===== config.mk =====
export PLATFORM = sky130hd
export DESIGN_NAME = vga_timing_gen
export DESIGN_NICKNAME = d
export VERILOG_FILES = /design/src/rtl/vga_timing_pkg.sv /design/src/rtl/vga_sync_delay.sv /design/src/rtl/vga_timing_gen.sv
export SDC_FILE = /design/constraint.sdc
export NUM_CORES = 1
export LEC_CHECK = 0
export BUFFER_PORTS_ARGS = -buffer_cell sky130_fd_sc_hd__buf_2
export CAP_MARGIN = 30
export CORE_ASPECT_RATIO = 0.5
export CORE_MARGIN = 2
export CORE_UTILIZATION = 40
export DETAILED_ROUTE_END_ITERATION = 8
export PLACE_DENSITY = 0.7
export SLEW_MARGIN = 15
export SYNTH_ARGS = -nofsm -noshare
export SYNTH_HDL_FRONTEND = slang
export SYNTH_HIERARCHICAL = 1
export SYNTH_SLANG_ARGS = --single-unit

===== constraint.sdc =====
create_clock -name clk -period 3.99 [get_ports clk]
set_input_delay 0.399 -clock clk [delete_from_list [all_inputs] [get_ports clk]]
set_output_delay 0.399 -clock clk [all_outputs]
set_load 0.02 [all_outputs]

===== src/rtl/vga_timing_pkg.sv =====
// Shared VGA timing presets, sync polarity type and total-period helper.
package vga_timing_pkg;

   typedef enum logic {ACTIVE_LOW = 1'b0, ACTIVE_HIGH = 1'b1} sync_pol_e;

   // 640x480@60, 25.175 MHz nominal pixel rate
   localparam int        VGA640_H_ACTIVE = 640;
   localparam int        VGA640_H_FP     = 16;
   localparam int        VGA640_H_SYNC   = 96;
   localparam int        VGA640_H_BP     = 48;
   localparam int        VGA640_V_ACTIVE = 480;
   localparam int        VGA640_V_FP     = 10;
   localparam int        VGA640_V_SYNC   = 2;
   localparam int        VGA640_V_BP     = 33;
   localparam sync_pol_e VGA640_HS_POL   = ACTIVE_LOW;
   localparam sync_pol_e VGA640_VS_POL   = ACTIVE_LOW;

   // 800x600@60, 40 MHz nominal pixel rate
   localparam int        VGA800_H_ACTIVE = 800;
   localparam int        VGA800_H_FP     = 40;
   localparam int        VGA800_H_SYNC   = 128;
   localparam int        VGA800_H_BP     = 88;
   localparam int        VGA800_V_ACTIVE = 600;
   localparam int        VGA800_V_FP     = 1;
   localparam int        VGA800_V_SYNC   = 4;
   localparam int        VGA800_V_BP     = 23;
   localparam sync_pol_e VGA800_HS_POL   = ACTIVE_HIGH;
   localparam sync_pol_e VGA800_VS_POL   = ACTIVE_HIGH;

   function automatic int calc_total(input int active, input int fp, input int sync, input int bp);
      return active + fp + sync + bp;
   endfunction

endpackage


===== src/rtl/vga_sync_delay.sv =====
// Clock-enabled shift register for the valid/hsync/vsync pipeline; DEPTH=0 is a wire.
module vga_sync_delay #(
   parameter int               WIDTH = 1,
   parameter int               DEPTH = 0,
   parameter logic [WIDTH-1:0] INIT  = '0
) (
   input  logic             clk,
   input  logic             rst,
   input  logic             ce,
   input  logic             flush,
   input  logic [WIDTH-1:0] d,
   output logic [WIDTH-1:0] q
);

   if (DEPTH == 0) begin : g_pass
      logic unused_pass;
      assign unused_pass = &{1'b0, clk, rst, ce, flush};
      assign q = d;
   end else begin : g_pipe
      logic [DEPTH-1:0][WIDTH-1:0] stage_q, stage_d;

      always_comb begin
         stage_d = stage_q;
         if (flush) begin
            stage_d = {DEPTH{INIT}};
         end else if (ce) begin
            stage_d[0] = d;
            for (int i = 1; i < DEPTH; i++) stage_d[i] = stage_q[i-1];
         end
      end

      always_ff @(posedge clk or negedge rst) begin
         if (!rst) stage_q <= {DEPTH{INIT}};
         else      stage_q <= stage_d;
      end

      assign q = stage_q[DEPTH-1];
   end

endmodule


===== src/rtl/vga_timing_gen.sv =====
// Parametrised VGA raster timing generator with pixel-enable divider and sync delay line.
// Optional 16-bit frame counter built only when VGA_TIMING_FRAME_CNT_EN is defined.
module vga_timing_gen
   import vga_timing_pkg::*;
#(
   parameter int CNT_W    = 10,
   parameter int H_ACTIVE = VGA640_H_ACTIVE,
   parameter int H_FP     = VGA640_H_FP,
   parameter int H_SYNC   = VGA640_H_SYNC,
   parameter int H_BP     = VGA640_H_BP,
   parameter int V_ACTIVE = VGA640_V_ACTIVE,
   parameter int V_FP     = VGA640_V_FP,
   parameter int V_SYNC   = VGA640_V_SYNC,
   parameter int V_BP     = VGA640_V_BP,
   parameter bit HS_POL   = VGA640_HS_POL,
   parameter bit VS_POL   = VGA640_VS_POL,
   parameter int PIX_DIV  = 4,
   parameter int PIPE_DLY = 0
) (
   input  logic             clk,
   input  logic             rst,
   input  logic             en,
   output logic             pix_ce,
   output logic [CNT_W-1:0] h_cnt,
   output logic [CNT_W-1:0] v_cnt,
   output logic             valid,
   output logic             hsync,
   output logic             vsync,
   output logic             line_start,
   output logic             frame_start,
   output logic             vblank_tick,
   output logic [15:0]      frame_cnt
);

   localparam int H_TOTAL = calc_total(H_ACTIVE, H_FP, H_SYNC, H_BP);
   localparam int V_TOTAL = calc_total(V_ACTIVE, V_FP, V_SYNC, V_BP);
   localparam int HS_BEG  = H_ACTIVE + H_FP;
   localparam int HS_END  = H_ACTIVE + H_FP + H_SYNC;
   localparam int VS_BEG  = V_ACTIVE + V_FP;
   localparam int VS_END  = V_ACTIVE + V_FP + V_SYNC;
   localparam int DIV_W   = (PIX_DIV > 1) ? $clog2(PIX_DIV) : 1;

   localparam logic [DIV_W-1:0] DIV_LAST = DIV_W'(PIX_DIV - 1);
   localparam logic [CNT_W-1:0] H_LAST   = CNT_W'(H_TOTAL - 1);
   localparam logic [CNT_W-1:0] V_LAST   = CNT_W'(V_TOTAL - 1);
   localparam logic [CNT_W-1:0] V_VBLANK = CNT_W'(V_ACTIVE);

   if (H_TOTAL > 2**CNT_W || V_TOTAL > 2**CNT_W) begin : g_bad_cnt_w
      $error("vga_timing_gen: H_TOTAL or V_TOTAL does not fit in CNT_W bits");
   end
   if (PIX_DIV < 1 || PIPE_DLY < 0 || PIPE_DLY > 7) begin : g_bad_param
      $error("vga_timing_gen: PIX_DIV or PIPE_DLY out of range");
   end

   logic             run_q, run_d;
   logic [DIV_W-1:0] div_q, div_d;
   logic [CNT_W-1:0] h_cnt_q, h_cnt_d, v_cnt_q, v_cnt_d;
   logic             valid_r_q, valid_r_d, hs_r_q, hs_r_d, vs_r_q, vs_r_d;
   logic             h_wrap;
   logic [2:0]       dly_q;

   // run_q holds the divider at 0 for the first enabled clk, so pix_ce lands PIX_DIV clks after en
   assign pix_ce = run_q && (div_q == DIV_LAST);
   assign h_wrap = (h_cnt_q == H_LAST);

   always_comb begin
      run_d     = en;
      div_d     = '0;
      h_cnt_d   = h_cnt_q;
      v_cnt_d   = v_cnt_q;
      valid_r_d = valid_r_q;
      hs_r_d    = hs_r_q;
      vs_r_d    = vs_r_q;
      if (!en) begin
         h_cnt_d   = '0;
         v_cnt_d   = '0;
         valid_r_d = 1'b0;
         hs_r_d    = ~HS_POL;
         vs_r_d    = ~VS_POL;
      end else begin
         if (run_q && div_q != DIV_LAST) div_d = div_q + DIV_W'(1);
         if (pix_ce) begin
            h_cnt_d = h_wrap ? '0 : h_cnt_q + CNT_W'(1);
            if (h_wrap) v_cnt_d = (v_cnt_q == V_LAST) ? '0 : v_cnt_q + CNT_W'(1);
            valid_r_d = (int'(h_cnt_q) < H_ACTIVE) && (int'(v_cnt_q) < V_ACTIVE);
            hs_r_d    = (int'(h_cnt_q) >= HS_BEG && int'(h_cnt_q) < HS_END) ? HS_POL : ~HS_POL;
            vs_r_d    = (int'(v_cnt_q) >= VS_BEG && int'(v_cnt_q) < VS_END) ? VS_POL : ~VS_POL;
         end
      end
   end

   always_ff @(posedge clk or negedge rst) begin
      if (!rst) begin
         run_q     <= 1'b0;
         div_q     <= '0;
         h_cnt_q   <= '0;
         v_cnt_q   <= '0;
         valid_r_q <= 1'b0;
         hs_r_q    <= ~HS_POL;
         vs_r_q    <= ~VS_POL;
      end else begin
         run_q     <= run_d;
         div_q     <= div_d;
         h_cnt_q   <= h_cnt_d;
         v_cnt_q   <= v_cnt_d;
         valid_r_q <= valid_r_d;
         hs_r_q    <= hs_r_d;
         vs_r_q    <= vs_r_d;
      end
   end

   vga_sync_delay #(
      .WIDTH (3),
      .DEPTH (PIPE_DLY),
      .INIT  ({1'b0, ~HS_POL, ~VS_POL})
   ) u_sync_delay (
      .clk   (clk),
      .rst   (rst),
      .ce    (pix_ce),
      .flush (!en),
      .d     ({valid_r_q, hs_r_q, vs_r_q}),
      .q     (dly_q)
   );

   assign {valid, hsync, vsync} = dly_q;
   assign h_cnt       = h_cnt_q;
   assign v_cnt       = v_cnt_q;
   assign line_start  = pix_ce && (h_cnt_q == '0);
   assign frame_start = line_start && (v_cnt_q == '0);
   assign vblank_tick = line_start && (v_cnt_q == V_VBLANK);

`ifdef VGA_TIMING_FRAME_CNT_EN
   logic [15:0] frame_cnt_q, frame_cnt_d;

   always_comb frame_cnt_d = frame_start ? frame_cnt_q + 16'd1 : frame_cnt_q;

   always_ff @(posedge clk or negedge rst) begin
      if (!rst) frame_cnt_q <= '0;
      else      frame_cnt_q <= frame_cnt_d;
   end

   assign frame_cnt = frame_cnt_q;
`else
   assign frame_cnt = 16'h0;
`endif

endmodule


Yosys cells after proc, flatten, opt, wreduce, memory -nomap -nowiden
Index checks and enable logic that the tools add are counted.
{"block": "totals", "in_bits": 3, "elab_cells": 51, "register_bits": 26, "output_inout_bits": 43}
{"block": "classes", "n_reduce_logical": 11, "eq_ne": 7, "order_cmp": 6, "addsub": 3, "n_mux": 17}
{"op": "$mux W10", "n": 7}
{"op": "$add A10 B1 Y10 const B", "n": 2}
{"op": "$eq A10 B10 Y1 const B", "n": 2}
{"op": "$logic_not A10 Y1", "n": 2}
{"op": "$lt A10 B10 Y1 const B", "n": 2}
{"op": "$lt A10 B9 Y1 const B", "n": 2}
{"op": "$eq A10 B9 Y1 const B", "n": 1}
{"op": "$ge A10 B10 Y1 const B", "n": 1}
{"op": "$ge A10 B9 Y1 const B", "n": 1}
{"op": "$logic_and A1 B1 Y1", "n": 8}
{"op": "$mux W1", "n": 8}
{"op": "$mux W2", "n": 2}
{"op": "$ne A2 B1 Y1 const B", "n": 2}
{"op": "$add A2 B1 Y2 const B", "n": 1}
{"op": "$eq A2 B2 Y1 const B", "n": 1}
{"op": "$ne A2 B2 Y1 const B", "n": 1}
{"op": "$reduce_and A2 Y1", "n": 1}

Depth between registers and ports, before layout
{"block": "depth", "depth_word": 5, "ltp_mapped": 7, "depth_no_buf": 6}

By module
The synthesis kept the hierarchy.
{"mod": "vga_timing_gen", "area_each_um2": 1546.5, "seq_area_each_um2": 653.1, "instances": 1, "cells_per_inst": 170}
{"mod": "vga_sync_delay", "area_each_um2": 22.5, "seq_area_each_um2": 0.0, "instances": 1, "cells_per_inst": 3}

Worst setup path before layout
No wires, ideal clock.
{"block": "synth_timing", "path_kind": "reg2out", "startpoint": "reg h_cnt_q[0], in the netlist h_cnt[0]", "endpoint": "out vblank_tick", "n_path_buf": 0, "t_required_ps": 3591, "path_slack_ps": 1715, "stages_incl_launch_ff": 7, "arrival_ps": 1876, "cell_sequence": "dfrtp_1 > inv_1 > ha_1 > nor4b_1 > and4_1 > nand4b_1 > nor3_1"}
{"block": "synth_via", "elab_chain_len": 3}
{"item": "start, declared", "line_no": "vga_timing_gen.sv:57", "rtl": "logic [CNT_W-1:0] h_cnt_q, h_cnt_d, v_cnt_q, v_cnt_d;"}
{"item": "start signal, assigned", "line_no": "vga_timing_gen.sv:104", "rtl": "h_cnt_q <= h_cnt_d;"}
{"item": "$logic_not A10 Y1", "line_no": "vga_timing_gen.sv:128", "rtl": "assign line_start = pix_ce && (h_cnt_q == '0);"}
{"item": "$logic_and A1 B1 Y1", "line_no": "vga_timing_gen.sv:128"}
{"item": "net line_start", "line_no": "vga_timing_gen.sv:29", "rtl": "output logic line_start,"}
{"item": "$logic_and A1 B1 Y1", "line_no": "vga_timing_gen.sv:130", "rtl": "assign vblank_tick = line_start && (v_cnt_q == V_VBLANK);"}
{"item": "end, declared", "line_no": "vga_timing_gen.sv:31", "rtl": "output logic vblank_tick,"}
The timed path passes the listed nets, and every way through them passes these cells.

Final worst setup path
{"block": "layout_timing", "startpoint": "reg h_cnt_q[0], in the netlist h_cnt[0]", "endpoint": "out vblank_tick"}
{"block": "layout_via", "elab_chain_len": 3}
{"item": "$logic_not A10 Y1", "line_no": "vga_timing_gen.sv:128"}
{"item": "$logic_and A1 B1 Y1", "line_no": "vga_timing_gen.sv:128"}
{"item": "$logic_and A1 B1 Y1", "line_no": "vga_timing_gen.sv:130"}
No other way between the ends.

==> results list <==
* Critical path peak fanout: 5
- Leftover overflow at the end of global routing: 0
- In this run the power density over the cells is 295 nW/um^2.
- The number of gates resized after CTS was 0.
- For this run, the total global-route usage over all layers was measured as 0.150.
- Based on the critical path, the design can be clocked at up to ~410 MHz.
- Core box area: 3820 um^2
- # port buffers: 29
- Crit-path max cell delay: 0.42 ns
* Clock transition at the register clock pins on the worst setup and hold paths after CTS: 0.09 ns
- Clock sink count: 26
- Clock insertion delay at the later pin of the skew report: 0.27 ns
- Summed over all instances, the cell type with the most area after synthesis is sky130_fd_sc_hd__dfrtp_1.
- Worst setup timing slack at the placement stage: roughly 1.6 ns
- Row generation in the floorplan step produced 16 rows.
* Avg Synthesized Cell Area: about 9.1 um^2
* Yosys top cell area share: 0.383
- Number of I/O pins: 46
- The number of clock buffers added by TritonCTS is 3.
* Worst relative slew slack: 0.603
* Crit start category: flip-flop
* Period Utilization, post-route: 0.609
- Worst Path Arrival: 2.03 ns
- Setup slack after layout: 1.56 ns
* Antenna Diode Count: 0
- VDD sags by at most 0.121 mV.
- Layout cell share with drive strength beyond 1: 0.206
- # H-tree levels: 1
- Critical Path RT: 3.59 ns
- P_leak: 0.804 nW
- Category of the critical setup timing path: flip-flop to output pin
- DRC marker count from the first detailed-route iteration: 38
- The initial utilization of the core area, before any placement, comes to 0.410.
- Post-layout nets: 208
- Synthesis produced between 150 and 200 cells.
- Setup repair after global routing left no endpoint under its margin.
- The floorplan step set the die height to about 48 um.
* Post-synthesis cell type count: 32
* Seq cells post-synth: 26
- Post-CTS Hold Buffers: 0
- Tightest Hold Check Type: input port to asynchronous set/reset pin
* Critical path, cell by cell: inv_1, ha_1, nor4b_1, and4_1, nand4b_1, nor3_1, buf_2
- Number of max-cap violations: 0
- Last weighted congestion value of the routability-driven placer: 0.790
* Detailed-route via count: 1334
- DR pass1 iterations: 4
- Global-route wire length before repair: around 5200 um
- For the pin with the worst max-slew slack, the measured transition is 0.594 ns.
* P&R area growth vs syn: 11.7%
* Die extent in x: 92.6 um
- The number of global-route vias before repair is 1096.
- Clock skew on the completed layout was measured at 0.00263 ns.
- Post-layout minimum cycle time: roughly 2.4 ns
* Mean number of vias per cell: 5.27
- Setup violations remaining at the end of the flow were counted as 0.
- Per-cell routed wire length: 12.8 um
- The clock passes through at most 2 buffers.
- Entering global routing, the biggest net connects 27 pins.
- Buffers added to address setup during post-CTS repair amount to 0.
* Portion of the post-synthesis area used by sequential elements: 0.416
* Number of antenna violations at the first check in global routing: 0
- Run status: complete, no violations
- Total wire length after detailed routing: 3240 um
* Remaining antenna violation count after routing: 0
- For this run, design rule violations remaining after detail routing come to 0.
* Cell chosen for the clock root: sky130_fd_sc_hd__clkbuf_8
* Final sum of negative setup slack: 0 ns
- Max Transition Viols Final: 0
* Die Outline Area: 4470 um^2
* TritonCTS clock tree: yes
- Final hold violation count: 0
* Library cell contributing the largest single delay on the critical path: sky130_fd_sc_hd__dfrtp_1
* Capturing element type of the critical path: output pin
- The cell area that synthesis handed to floorplanning was 1570 um^2.
- Ranked by total cell area, the synthesized netlist is headed by sky130_fd_sc_hd__dfrtp_1 38%, sky130_fd_sc_hd__buf_4 9.1%, sky130_fd_sc_hd__a21oi_1 4.8%.
- Post-DP HPWL: 2360 um
- Synth warn: 6
==> metrics by stage <==
stage               power (mW)  utilization  cells  cell area, um^2  hold WS [ns]
floorplan                0.303            -    188             1630         0.103
global placement         0.300        0.440    249             1680         0.422
detailed placement       0.301        0.440    249             1680         0.431
CTS                      0.520        0.458    253             1750         0.125
global route             0.534        0.458    253             1750         0.148
finish                   0.517        0.458    253             1750         0.103
==> area by class of cell <==
cell class	instances	area, um^2
flip-flops and latches	26	653
clock buffers	3	41.3
multi-input cells	133	790
repair buffers	29	145
well taps	54	67.6
inverters	7	26.3
fillers	372	2070
clock inverters	1	30.0
==> cells in the mapped netlist <==
cell / instances
sky130_fd_sc_hd__dfrtp_1: 24
sky130_fd_sc_hd__buf_4: 19
sky130_fd_sc_hd__a21oi_1: 15
sky130_fd_sc_hd__nand2_1: 13
sky130_fd_sc_hd__nand3_1: 12
sky130_fd_sc_hd__nor2_1: 11
sky130_fd_sc_hd__nand4_1: 8
sky130_fd_sc_hd__o21ai_0: 8
sky130_fd_sc_hd__xor2_1: 7
sky130_fd_sc_hd__inv_1: 6
sky130_fd_sc_hd__nor3_1: 6
sky130_fd_sc_hd__or3_1: 6
sky130_fd_sc_hd__ha_1: 5
sky130_fd_sc_hd__and2_1: 4
sky130_fd_sc_hd__and4_1: 3
sky130_fd_sc_hd__nand4b_1: 3
sky130_fd_sc_hd__o31ai_1: 3
sky130_fd_sc_hd__and3_1: 2
sky130_fd_sc_hd__buf_2: 2
sky130_fd_sc_hd__dfstp_2: 2
sky130_fd_sc_hd__or4_1: 2
sky130_fd_sc_hd__or4_4: 2
sky130_fd_sc_hd__a21bo_2: 1
sky130_fd_sc_hd__and3b_1: 1
sky130_fd_sc_hd__and4bb_2: 1
sky130_fd_sc_hd__clkbuf_1: 1
sky130_fd_sc_hd__clkinv_1: 1
sky130_fd_sc_hd__conb_1: 1
sky130_fd_sc_hd__nor3b_1: 1
sky130_fd_sc_hd__nor4b_1: 1
sky130_fd_sc_hd__o21ai_4: 1
sky130_fd_sc_hd__or4_2: 1
==> worst max-delay path, delay by kind of cell (launching register included) <==
family	cells	cell delay, ns
AND/OR/NAND/NOR	4	0.88
buffers and inverters	2	0.29
adder cells (fa/ha/maj)	1	0.17
flip-flops	1	0.42
==> kinds of logic (layout without fill, tap and decap cells) <==
kind of cell | after synthesis | after routing | share of synthesized area
simple gates | 77 | 77 | 0.282
other cells | 1 | 16 | 0.00239
buf+inv | 29 | 40 | 0.116
fa+ha+maj | 5 | 5 | 0.0399
xor+xnor | 7 | 7 | 0.0391
flops | 26 | 26 | 0.416
compound gates | 28 | 28 | 0.104
==> cell usage in the layout (no fill, tap or decap), drive strengths merged, types with 2 or more instances in the layout <==
cell type	netlist	final
dfstp	2	2
conb	1	16
nand4b	3	3
and2	4	4
nor3	6	6
a21oi	15	15
xor2	7	7
dfrtp	24	24
and4	3	3
o31ai	3	3
or3	6	6
inv	6	6
clkbuf	1	3
or4	5	5
nand4	8	8
ha	5	5
nand3	12	12
and3	2	2
buf	21	29
nor2	11	11
nand2	13	13
o21ai	9	9
==> registers in the layout, summed over array words and instances (netlist names) <==
name and flops:
valid_r_q 1, v_cnt 10, div_q 2, hs_r_q 1, vs_r_q 1, run_q 1
h_cnt 10
==> where the power goes <==
| group | switching [mW] | internal [mW] |
|---|---|---|
| clock | 0.0870 | 0.134 |
| combinational | 0.0261 | 0.00337 |
| sequential | 0.000868 | 0.265 |
| total | 0.114 | 0.403 |
==> metal layers <==
layer	global-route usage	up-vias	share of wire
li1	-	641	-
met2	0.255	40	0.46
met5	0	-	0
met1	0.192	647	0.46
met3	0.0402	6	0.057
met4	0.0537	0	0.020
==> worst paths after layout <==
kind / start / end / slack (ns) / cells past startpoint
min in group clk: en / run_q / 0.35 / 1
max in group asynchronous: rst / hs_r_q / 3.51 / 1
min: rst / v_cnt[5] / 0.10 / 1
min reg2reg: div_q[0] / div_q[0] / 0.44 / 1
max: h_cnt[0] / vblank_tick / 1.56 / 7
max reg2reg: h_cnt[1] / v_cnt[7] / 1.58 / 5
(Power assumes the default switching activity.)
